===== src/rtl/cmd_stream_decoder_pkg.sv =====
// Shared decoder definitions: assembler state encoding, opcode length-field
// extraction (also used by the executor), and parameter legality checks.
// No ports; imported by the decoder, its interface and downstream engines.
package cmd_stream_decoder_pkg;

    // Assembler states.
    localparam logic [0:0] ST_IDLE = 1'b0;  // next accepted word is an opcode
    localparam logic [0:0] ST_ARGS = 1'b1;  // collecting argument words

    // Widest bus word the length helper can take.
    localparam int unsigned OPC_MAX_W = 64;

    // Argument count carried in the top len_bits bits of a data_w-wide opcode.
    function automatic logic [31:0] opcode_len(input logic [OPC_MAX_W-1:0] opcode,
                                               input int unsigned data_w,
                                               input int unsigned len_bits);
        logic [OPC_MAX_W-1:0] shifted;
        shifted = opcode >> (data_w - len_bits);
        return shifted[31:0] & ((32'd1 << len_bits) - 32'd1);
    endfunction

    // Instruction must be a power-of-2 (>=2) number of bus words, the length
    // field must fit in one word, and the queue depth must be a power of 2 (>=2).
    function automatic bit cfg_legal(input int unsigned data_w,
                                     input int unsigned instr_w,
                                     input int unsigned fifo_depth);
        int unsigned nw;
        if (data_w == 0 || data_w > OPC_MAX_W || (instr_w % data_w) != 0) return 1'b0;
        nw = instr_w / data_w;
        if (nw < 2 || (nw & (nw - 1)) != 0) return 1'b0;
        if ($clog2(nw) > data_w) return 1'b0;
        return (fifo_depth >= 2) && ((fifo_depth & (fifo_depth - 1)) == 0);
    endfunction

endpackage


===== src/rtl/cmd_stream_decoder_if.sv =====
// Host write bus plus executor valid/ready handshake of the command decoder.
// Host side: i_we/i_en/i_data/i_flush in, o_ack/o_busy/o_count out.
// Executor side: o_instruction/o_len/o_instruction_valid out, i_instruction_ready in.
interface cmd_stream_decoder_if #(
    parameter int DATA_W     = 8,
    parameter int INSTR_W    = 32,
    parameter int FIFO_DEPTH = 4
);
    localparam int LEN_BITS = $clog2(INSTR_W / DATA_W);
    localparam int CNT_W    = $clog2(FIFO_DEPTH) + 1;

    logic                i_we;
    logic                i_en;
    logic [DATA_W-1:0]   i_data;
    logic                o_ack;
    logic                i_flush;
    logic [INSTR_W-1:0]  o_instruction;
    logic [LEN_BITS-1:0] o_len;
    logic                o_instruction_valid;
    logic                i_instruction_ready;
    logic                o_busy;
    logic [CNT_W-1:0]    o_count;

    // Decoder side.
    modport slave (
        input  i_we, i_en, i_data, i_flush, i_instruction_ready,
        output o_ack, o_instruction, o_len, o_instruction_valid, o_busy, o_count
    );

    // Host / executor side.
    modport master (
        output i_we, i_en, i_data, i_flush, i_instruction_ready,
        input  o_ack, o_instruction, o_len, o_instruction_valid, o_busy, o_count
    );
endinterface


===== src/rtl/cmd_stream_decoder_instr_fifo.sv =====
// First-word-fall-through instruction queue with flush and occupancy count.
// Latency: a push at edge N is visible at o_head from cycle N+1 when empty.
// Backpressure: o_full blocks pushes; pushes while full and pops while empty are ignored.
// Ports: i_clk, i_reset (async, active-high), i_flush, i_push/i_push_data,
//        i_pop, o_head, o_full, o_empty, o_count.
module instr_fifo #(
    parameter int WIDTH = 32,
    parameter int DEPTH = 4
) (
    input  logic                     i_clk,
    input  logic                     i_reset,
    input  logic                     i_flush,
    input  logic                     i_push,
    input  logic [WIDTH-1:0]         i_push_data,
    input  logic                     i_pop,
    output logic [WIDTH-1:0]         o_head,
    output logic                     o_full,
    output logic                     o_empty,
    output logic [$clog2(DEPTH):0]   o_count
);
    localparam int AW = $clog2(DEPTH);
    localparam int CW = AW + 1;

    logic [WIDTH-1:0] mem [DEPTH];
    logic [AW-1:0]    wr_ptr;
    logic [AW-1:0]    rd_ptr;
    logic [CW-1:0]    count;
    logic             do_push;
    logic             do_pop;

    assign o_full  = (count == CW'(DEPTH));
    assign o_empty = (count == '0);
    assign o_count = count;
    assign o_head  = mem[rd_ptr];

    assign do_push = i_push && !o_full;
    assign do_pop  = i_pop && !o_empty;

    always_ff @(posedge i_clk or posedge i_reset) begin
        if (i_reset) begin
            wr_ptr <= '0;
            rd_ptr <= '0;
            count  <= '0;
            for (int i = 0; i < DEPTH; i++) mem[i] <= '0;
        end else if (i_flush) begin
            wr_ptr <= '0;
            rd_ptr <= '0;
            count  <= '0;
        end else begin
            if (do_push) begin
                mem[wr_ptr] <= i_push_data;
                wr_ptr      <= wr_ptr + 1'b1;  // DEPTH is a power of 2: natural wrap
            end
            if (do_pop) rd_ptr <= rd_ptr + 1'b1;
            if (do_push && !do_pop)      count <= count + 1'b1;
            else if (!do_push && do_pop) count <= count - 1'b1;
        end
    end

endmodule


===== src/rtl/cmd_stream_decoder.sv =====
// Assembles variable-length instructions from a narrow write bus and queues them.
// Latency: last word accepted at edge N -> instruction valid (empty queue) and o_ack in cycle N+1.
// Backpressure: full queue stalls the host (no o_ack); host holds its word until acked.
// Ports: i_clk, i_reset (async, active-high), bus (cmd_stream_decoder_if.slave).
module cmd_stream_decoder
    import cmd_stream_decoder_pkg::*;
#(
    parameter int DATA_W     = 8,
    parameter int INSTR_W    = 32,
    parameter int FIFO_DEPTH = 4
) (
    input  logic                 i_clk,
    input  logic                 i_reset,
    cmd_stream_decoder_if.slave  bus
);
    localparam int NUM_WORDS = INSTR_W / DATA_W;
    localparam int LEN_BITS  = $clog2(NUM_WORDS);
    localparam int CNT_W     = $clog2(FIFO_DEPTH) + 1;

    if (!cfg_legal(DATA_W, INSTR_W, FIFO_DEPTH)) begin : g_bad_cfg
        $error("cmd_stream_decoder: illegal DATA_W/INSTR_W/FIFO_DEPTH combination");
    end

    logic [0:0]          state;
    logic [LEN_BITS-1:0] arg_cnt;   // argument words still to come
    logic [LEN_BITS-1:0] idx;       // slot of the next argument word
    logic [INSTR_W-1:0]  asm_q;
    logic [INSTR_W-1:0]  asm_next;
    logic                ack_q;
    logic [LEN_BITS-1:0] op_len;
    logic                accept;
    logic                push;
    logic                pop;
    logic                fifo_full;
    logic                fifo_empty;
    logic [CNT_W-1:0]    fifo_count;
    logic [INSTR_W-1:0]  head;

    assign op_len = LEN_BITS'(opcode_len(OPC_MAX_W'(bus.i_data), DATA_W, LEN_BITS));

    // Fullness is sampled before any same-cycle pop, so a slot freed by a pop
    // only becomes usable on the following edge.
    assign accept = bus.i_we && bus.i_en && !fifo_full && !bus.i_flush;
    assign pop    = !fifo_empty && bus.i_instruction_ready && !bus.i_flush;

    // Next assembly value; pushed straight into the queue when the word
    // completes the instruction, so the register never lags the FIFO.
    always_comb begin
        asm_next = asm_q;
        push     = 1'b0;
        if (state == ST_IDLE) begin
            asm_next               = '0;
            asm_next[DATA_W-1:0]   = bus.i_data;
            push                   = accept && (op_len == '0);
        end else begin
            asm_next[idx*DATA_W +: DATA_W] = bus.i_data;
            push                           = accept && (arg_cnt == LEN_BITS'(1));
        end
    end

    always_ff @(posedge i_clk or posedge i_reset) begin
        if (i_reset) begin
            state   <= ST_IDLE;
            arg_cnt <= '0;
            idx     <= '0;
            asm_q   <= '0;
            ack_q   <= 1'b0;
        end else begin
            ack_q <= accept;
            if (bus.i_flush) begin
                state   <= ST_IDLE;
                arg_cnt <= '0;
                idx     <= '0;
            end else if (accept) begin
                asm_q <= asm_next;
                if (state == ST_IDLE) begin
                    if (op_len != '0) begin
                        arg_cnt <= op_len;
                        idx     <= LEN_BITS'(1);
                        state   <= ST_ARGS;
                    end
                end else begin
                    arg_cnt <= arg_cnt - 1'b1;
                    idx     <= idx + 1'b1;
                    if (arg_cnt == LEN_BITS'(1)) state <= ST_IDLE;
                end
            end
        end
    end

    instr_fifo #(
        .WIDTH (INSTR_W),
        .DEPTH (FIFO_DEPTH)
    ) u_fifo (
        .i_clk       (i_clk),
        .i_reset     (i_reset),
        .i_flush     (bus.i_flush),
        .i_push      (push),
        .i_push_data (asm_next),
        .i_pop       (pop),
        .o_head      (head),
        .o_full      (fifo_full),
        .o_empty     (fifo_empty),
        .o_count     (fifo_count)
    );

    assign bus.o_ack               = ack_q;
    assign bus.o_instruction       = head;
    assign bus.o_len               = LEN_BITS'(opcode_len(OPC_MAX_W'(head[DATA_W-1:0]), DATA_W, LEN_BITS));
    assign bus.o_instruction_valid = !fifo_empty;
    assign bus.o_count             = fifo_count;
    assign bus.o_busy              = (state != ST_IDLE) || (fifo_count != '0);

endmodule


===== src/flat_wrapper.sv =====
// flat-port wrapper written by rule: the top's interface ports become plain ports
module cmd_stream_decoder_flat import cmd_stream_decoder_pkg::*;
#(
    parameter int DATA_W     = 8,
    parameter int INSTR_W    = 32,
    parameter int FIFO_DEPTH = 4
)
  (i_clk, i_reset, bus_i_we, bus_i_en, bus_i_data, bus_i_flush, bus_i_instruction_ready, bus_o_ack, bus_o_instruction, bus_o_len, bus_o_instruction_valid, bus_o_busy, bus_o_count);
  cmd_stream_decoder_if #(.DATA_W(DATA_W), .INSTR_W(INSTR_W), .FIFO_DEPTH(FIFO_DEPTH)) bus_i ();
  input  logic i_clk;
  input  logic i_reset;
  input wire logic [$bits(bus_i.i_we)-1:0] bus_i_we;
  input wire logic [$bits(bus_i.i_en)-1:0] bus_i_en;
  input wire logic [$bits(bus_i.i_data)-1:0] bus_i_data;
  input wire logic [$bits(bus_i.i_flush)-1:0] bus_i_flush;
  input wire logic [$bits(bus_i.i_instruction_ready)-1:0] bus_i_instruction_ready;
  output wire logic [$bits(bus_i.o_ack)-1:0] bus_o_ack;
  output wire logic [$bits(bus_i.o_instruction)-1:0] bus_o_instruction;
  output wire logic [$bits(bus_i.o_len)-1:0] bus_o_len;
  output wire logic [$bits(bus_i.o_instruction_valid)-1:0] bus_o_instruction_valid;
  output wire logic [$bits(bus_i.o_busy)-1:0] bus_o_busy;
  output wire logic [$bits(bus_i.o_count)-1:0] bus_o_count;
  assign bus_i.i_we = bus_i_we;
  assign bus_i.i_en = bus_i_en;
  assign bus_i.i_data = bus_i_data;
  assign bus_i.i_flush = bus_i_flush;
  assign bus_i.i_instruction_ready = bus_i_instruction_ready;
  assign bus_o_ack = bus_i.o_ack;
  assign bus_o_instruction = bus_i.o_instruction;
  assign bus_o_len = bus_i.o_len;
  assign bus_o_instruction_valid = bus_i.o_instruction_valid;
  assign bus_o_busy = bus_i.o_busy;
  assign bus_o_count = bus_i.o_count;
  cmd_stream_decoder #(.DATA_W(DATA_W), .INSTR_W(INSTR_W), .FIFO_DEPTH(FIFO_DEPTH)) u_core (.i_clk(i_clk), .i_reset(i_reset), .bus(bus_i));
endmodule

===== config.mk =====
export PLATFORM = sky130hd
export DESIGN_NAME = cmd_stream_decoder_flat
export DESIGN_NICKNAME = d
export VERILOG_FILES = /design/src/rtl/cmd_stream_decoder_pkg.sv /design/src/rtl/cmd_stream_decoder_if.sv /design/src/rtl/cmd_stream_decoder_instr_fifo.sv /design/src/rtl/cmd_stream_decoder.sv /design/src/flat_wrapper.sv
export SDC_FILE = /design/constraint.sdc
export NUM_CORES = 1
export LEC_CHECK = 0
export CELL_PAD_IN_SITES_DETAIL_PLACEMENT = 0
export CELL_PAD_IN_SITES_GLOBAL_PLACEMENT = 1
export CORE_MARGIN = 8
export CORE_UTILIZATION = 50
export CTS_CLUSTER_SIZE = 20
export DETAILED_ROUTE_END_ITERATION = 10
export GPL_ROUTABILITY_DRIVEN = 0
export PLACE_DENSITY_LB_ADDON = 0.3
export SLEW_MARGIN = 25
export SYNTH_ARGS = -nofsm -noshare
export SYNTH_HDL_FRONTEND = slang
export SYNTH_SLANG_ARGS = --single-unit

===== constraint.sdc =====
create_clock -name i_clk -period 12.1 [get_ports i_clk]
set_input_delay 2.42 -clock i_clk [delete_from_list [all_inputs] [get_ports i_clk]]
set_output_delay 2.42 -clock i_clk [all_outputs]
set_load 0.1 [all_outputs]

==> flow_summary_export.csv <==
group,metric,value,unit
outcome,status,"finished, final reports clean",
timing,period_share,46.5,%
worst_setup_path,critPathSlowestCell,"clkdlybuf4s50_1",
global_route,grt_max_degree,90,
cts,clockBufferDepth,2,
detailed_routing,wl_per_cell,17.3,um
timing,fin_hold_ws,0.474,ns
floorplanning,dieHeight,142,um
pwr,p_clk_share,33.8,%
worst_setup_path,r2r-start,"u_core.state",
global_route,grt_pass1_wl,29000,um
yosys,synth_area_per_cell,10.5,um^2
cells_and_area,multi_input_area,0.00333,mm^2
pwr,seq_power_share,37.7,%
place,io_buffers,53,
yosys,yosys_warnings,0,
worst_setup_path,regToRegEndpoint,"u_core.u_fifo.mem[30]",
detailed_routing,vias_per_cell,5.45,
yosys,synthFlopType,"dfrtp_1",
yosys,synth.net_count,774,
cts,h-tree-depth,4,
min_path,min_from,"u_core.asm_q[17]",
yosys,synth_edf_count,0,
global_route,grt_use_total,18.5,%
cells_and_area,final_cell_area,0.00921,mm^2
timing,final.setup.tns,0,ns
timing,final-setup-viol-count,0,
timing,clock.fmax,178,MHz
worst_setup_path,path_max_fanout,18,
floorplanning,die_area,0.0200,mm^2
cts,cts_root_buffer,"clkbuf_16",
timing,rsz0062_at_grt,"false",
worst_setup_path,start_kind,"flip-flop",
detailed_routing,drcViolationCount,0,
yosys,ys_seq_area_share,54.9,%
global_route,grt_pass1_vias,5592,
detailed_routing,dr.pass1.iters,4,
min_path,whs_path_depth,2,
floorplanning,ios,54,
cells_and_area,fin_nets,800,
pwr,p_sw_share,35.3,%
cells_and_area,num_antenna_cells,0,
place,dpl_worst_slack,6.87,ns
min_path,min_to,"u_core.asm_q[17]",
worst_setup_path,crit_required,9.68,ns
detailed_routing,vias,5475,
run,max_cap_viol_count,0,
timing,relSlewSlack,33.8,%
cells_and_area,drive_above_1_share,10.7,%
worst_setup_path,rrSetupSlack,9.40,ns
yosys,synth_cells,749,
pwr,netSwitchingPower,608,uW
cts,cts_tree,"done",
pwr,p_int,1.12,mW
cells_and_area,seqCellArea,0.00433,mm^2
worst_setup_path,cp_slowest_stage_delay,0.98,ns
timing,finalClockSkew,0.0109,ns
place,dpl.hpwl,11300,um
cts,cts_buffers,17,
floorplanning,num_rows,46,
timing,min_period,5.63,ns
global_route,grt.overflow.total,0,
cts,post-cts-setup-buffer-count,0,
floorplanning,die_x,142,um
detailed_routing,drtAntennaViolNets,0,
pwr,ir_drop,122,uV
timing,tightest_slew,0.990,ns
cells_and_area,synthToLayoutAreaGrowth,16.8,%
pwr,power_leakage,3.97,nW
detailed_routing,routed_wl,17400,um
yosys,ys_ff_latch,173,
cells_and_area,instances_no_fill,1004,
detailed_routing,drt-initial-drc-count,300,
pwr,powerDensity,187,mW/mm^2
global_route,antenna_found_initial,0,
worst_setup_path,arrival,3.21,ns
worst_setup_path,critPathKind,"flip-flop to output port",
cells_and_area,fillCellCount,1343,
cts,clk_latency,0.43,ns
timing,hold_viol_final,0,
worst_setup_path,worst_setup_path_end_kind,"output port",
min_path,hold_path_class,"flip-flop to flip-flop",
place,dpl_cell_area,0.00857,mm^2
pwr,combinationalPowerShare,28.4,%
cts,clk_pin_slew,0.06,ns
cts,clock-sinks,173,
timing,setup_ws,6.47,ns
cts,holdBufCountCts,0,
cts,post_cts_resized,0,
floorplanning,core_region_area,0.0157,mm^2
worst_setup_path,crit_chain,"buf_4 -> mux4_2 -> clkdlybuf4s50_1",
yosys,yosysUniqueCellTypes,40,
yosys,async_flop_share,100,%
place,dp_cells,972,
worst_setup_path,reg2reg_depth,5,
timing,drv_slew,0,
yosys,netlist_area,0.00788,mm^2
floorplanning,start_util,50.3,%
-- worst max path at each step --
stage,start,endpoint,slack (ns),cells past startpoint
final,u_core.u_fifo.rd_ptr[0],bus_o_instruction[30],6.47,3
after CTS,u_core.u_fifo.rd_ptr[0],bus_o_instruction[30],6.40,3
after detailed placement,u_core.u_fifo.rd_ptr[0],bus_o_instruction[27],6.87,3
after global placement,u_core.u_fifo.rd_ptr[0],bus_o_instruction[30],6.88,3
after floorplan,i_reset,u_core.arg_cnt[0],4.99,1
after global routing,u_core.u_fifo.rd_ptr[0],bus_o_instruction[27],6.27,3
-- per-stage QoR --
stage / util (%) / total power [mW]
floorplan: - / 1.05
global placement: 54.7 / 1.15
detailed placement: 54.7 / 1.16
CTS: 58.8 / 1.74
global route: 58.8 / 1.79
finish: 58.8 / 1.72
-- cells in the final DEF, fill, tap and decap left out, types with 9 or more instances in the layout --
cell type and instances:
and3_1 24, clkbuf_16 17, clkdlybuf4s50_1 53, dfrtp_1 171
ha_1 10, inv_1 9, mux4_2 32, nand2_1 158
nor2_1 12, nor2b_1 37, o21ai_0 179
-- sequential cells by signal (all words and copies together) (netlist names) --
register and cells:
u_core.u_fifo.mem 128, u_core.asm_q 32, u_core.u_fifo.o_count 3, u_core.arg_cnt 2, u_core.idx 2, u_core.u_fifo.rd_ptr 2
u_core.u_fifo.wr_ptr 2, u_core.bus.o_ack 1, u_core.state 1
-- logic make-up after synthesis --
kind of cell	share of synthesized area, %
buf+inv	3.37
fa+ha+maj	1.84
flops	54.9
xor+xnor	0.667
simple gates	14.5
mux	9.83
compound gates	14.9
-- critical path, delay by kind of cell (launching register included) --
| kind | cells | cell delay (ns) |
|---|---|---|
| buffers and inverters | 2 | 1.43 |
| flip-flops | 1 | 0.75 |
| multiplexers | 1 | 0.56 |
-- per-layer routing --
metal / wire length, um / global-route usage, % / share of wire (%)
met1: 8000 / 24.2 / 46
met3: 675 / 4.40 / 3.9
met4: 146 / 5.31 / 0.84
met5: 0 / 0 / 0
met2: 8600 / 30.1 / 49
-- Yosys cell counts, types with 6 or more instances --
library cell	instances	area (um^2)
ha_1	10	125
dfrtp_1	173	4330
and3_1	24	150
a22oi_1	8	60.1
buf_2	8	40.0
nor2b_1	37	231
nand2_1	158	593
a21oi_1	6	30.0
a22o_1	8	70.1
inv_1	10	37.5
clkbuf_1	43	161
mux4_2	32	721
o21ai_0	179	896
nor2_1	12	45.0
-- final cells by class --
class                   count  area share, %
flip-flops and latches    173           47.1
multi-input cells         512           36.2
repair buffers             61           6.46
clock buffers              22           5.15
well taps                 216           2.94
clock inverters            10           1.75
inverters                  10          0.462
-- power by group through the flow --
stage | Combinational (mW) | Clock [mW] | Sequential, mW
after detailed placement | 0.495 | 0 | 0.661
after global routing | 0.516 | 0.617 | 0.657
after CTS | 0.495 | 0.595 | 0.651
after global placement | 0.488 | 0 | 0.659
after floorplan | 0.379 | 0 | 0.674
final | 0.490 | 0.583 | 0.651
Note: power is estimated with default switching activity, not from simulation.
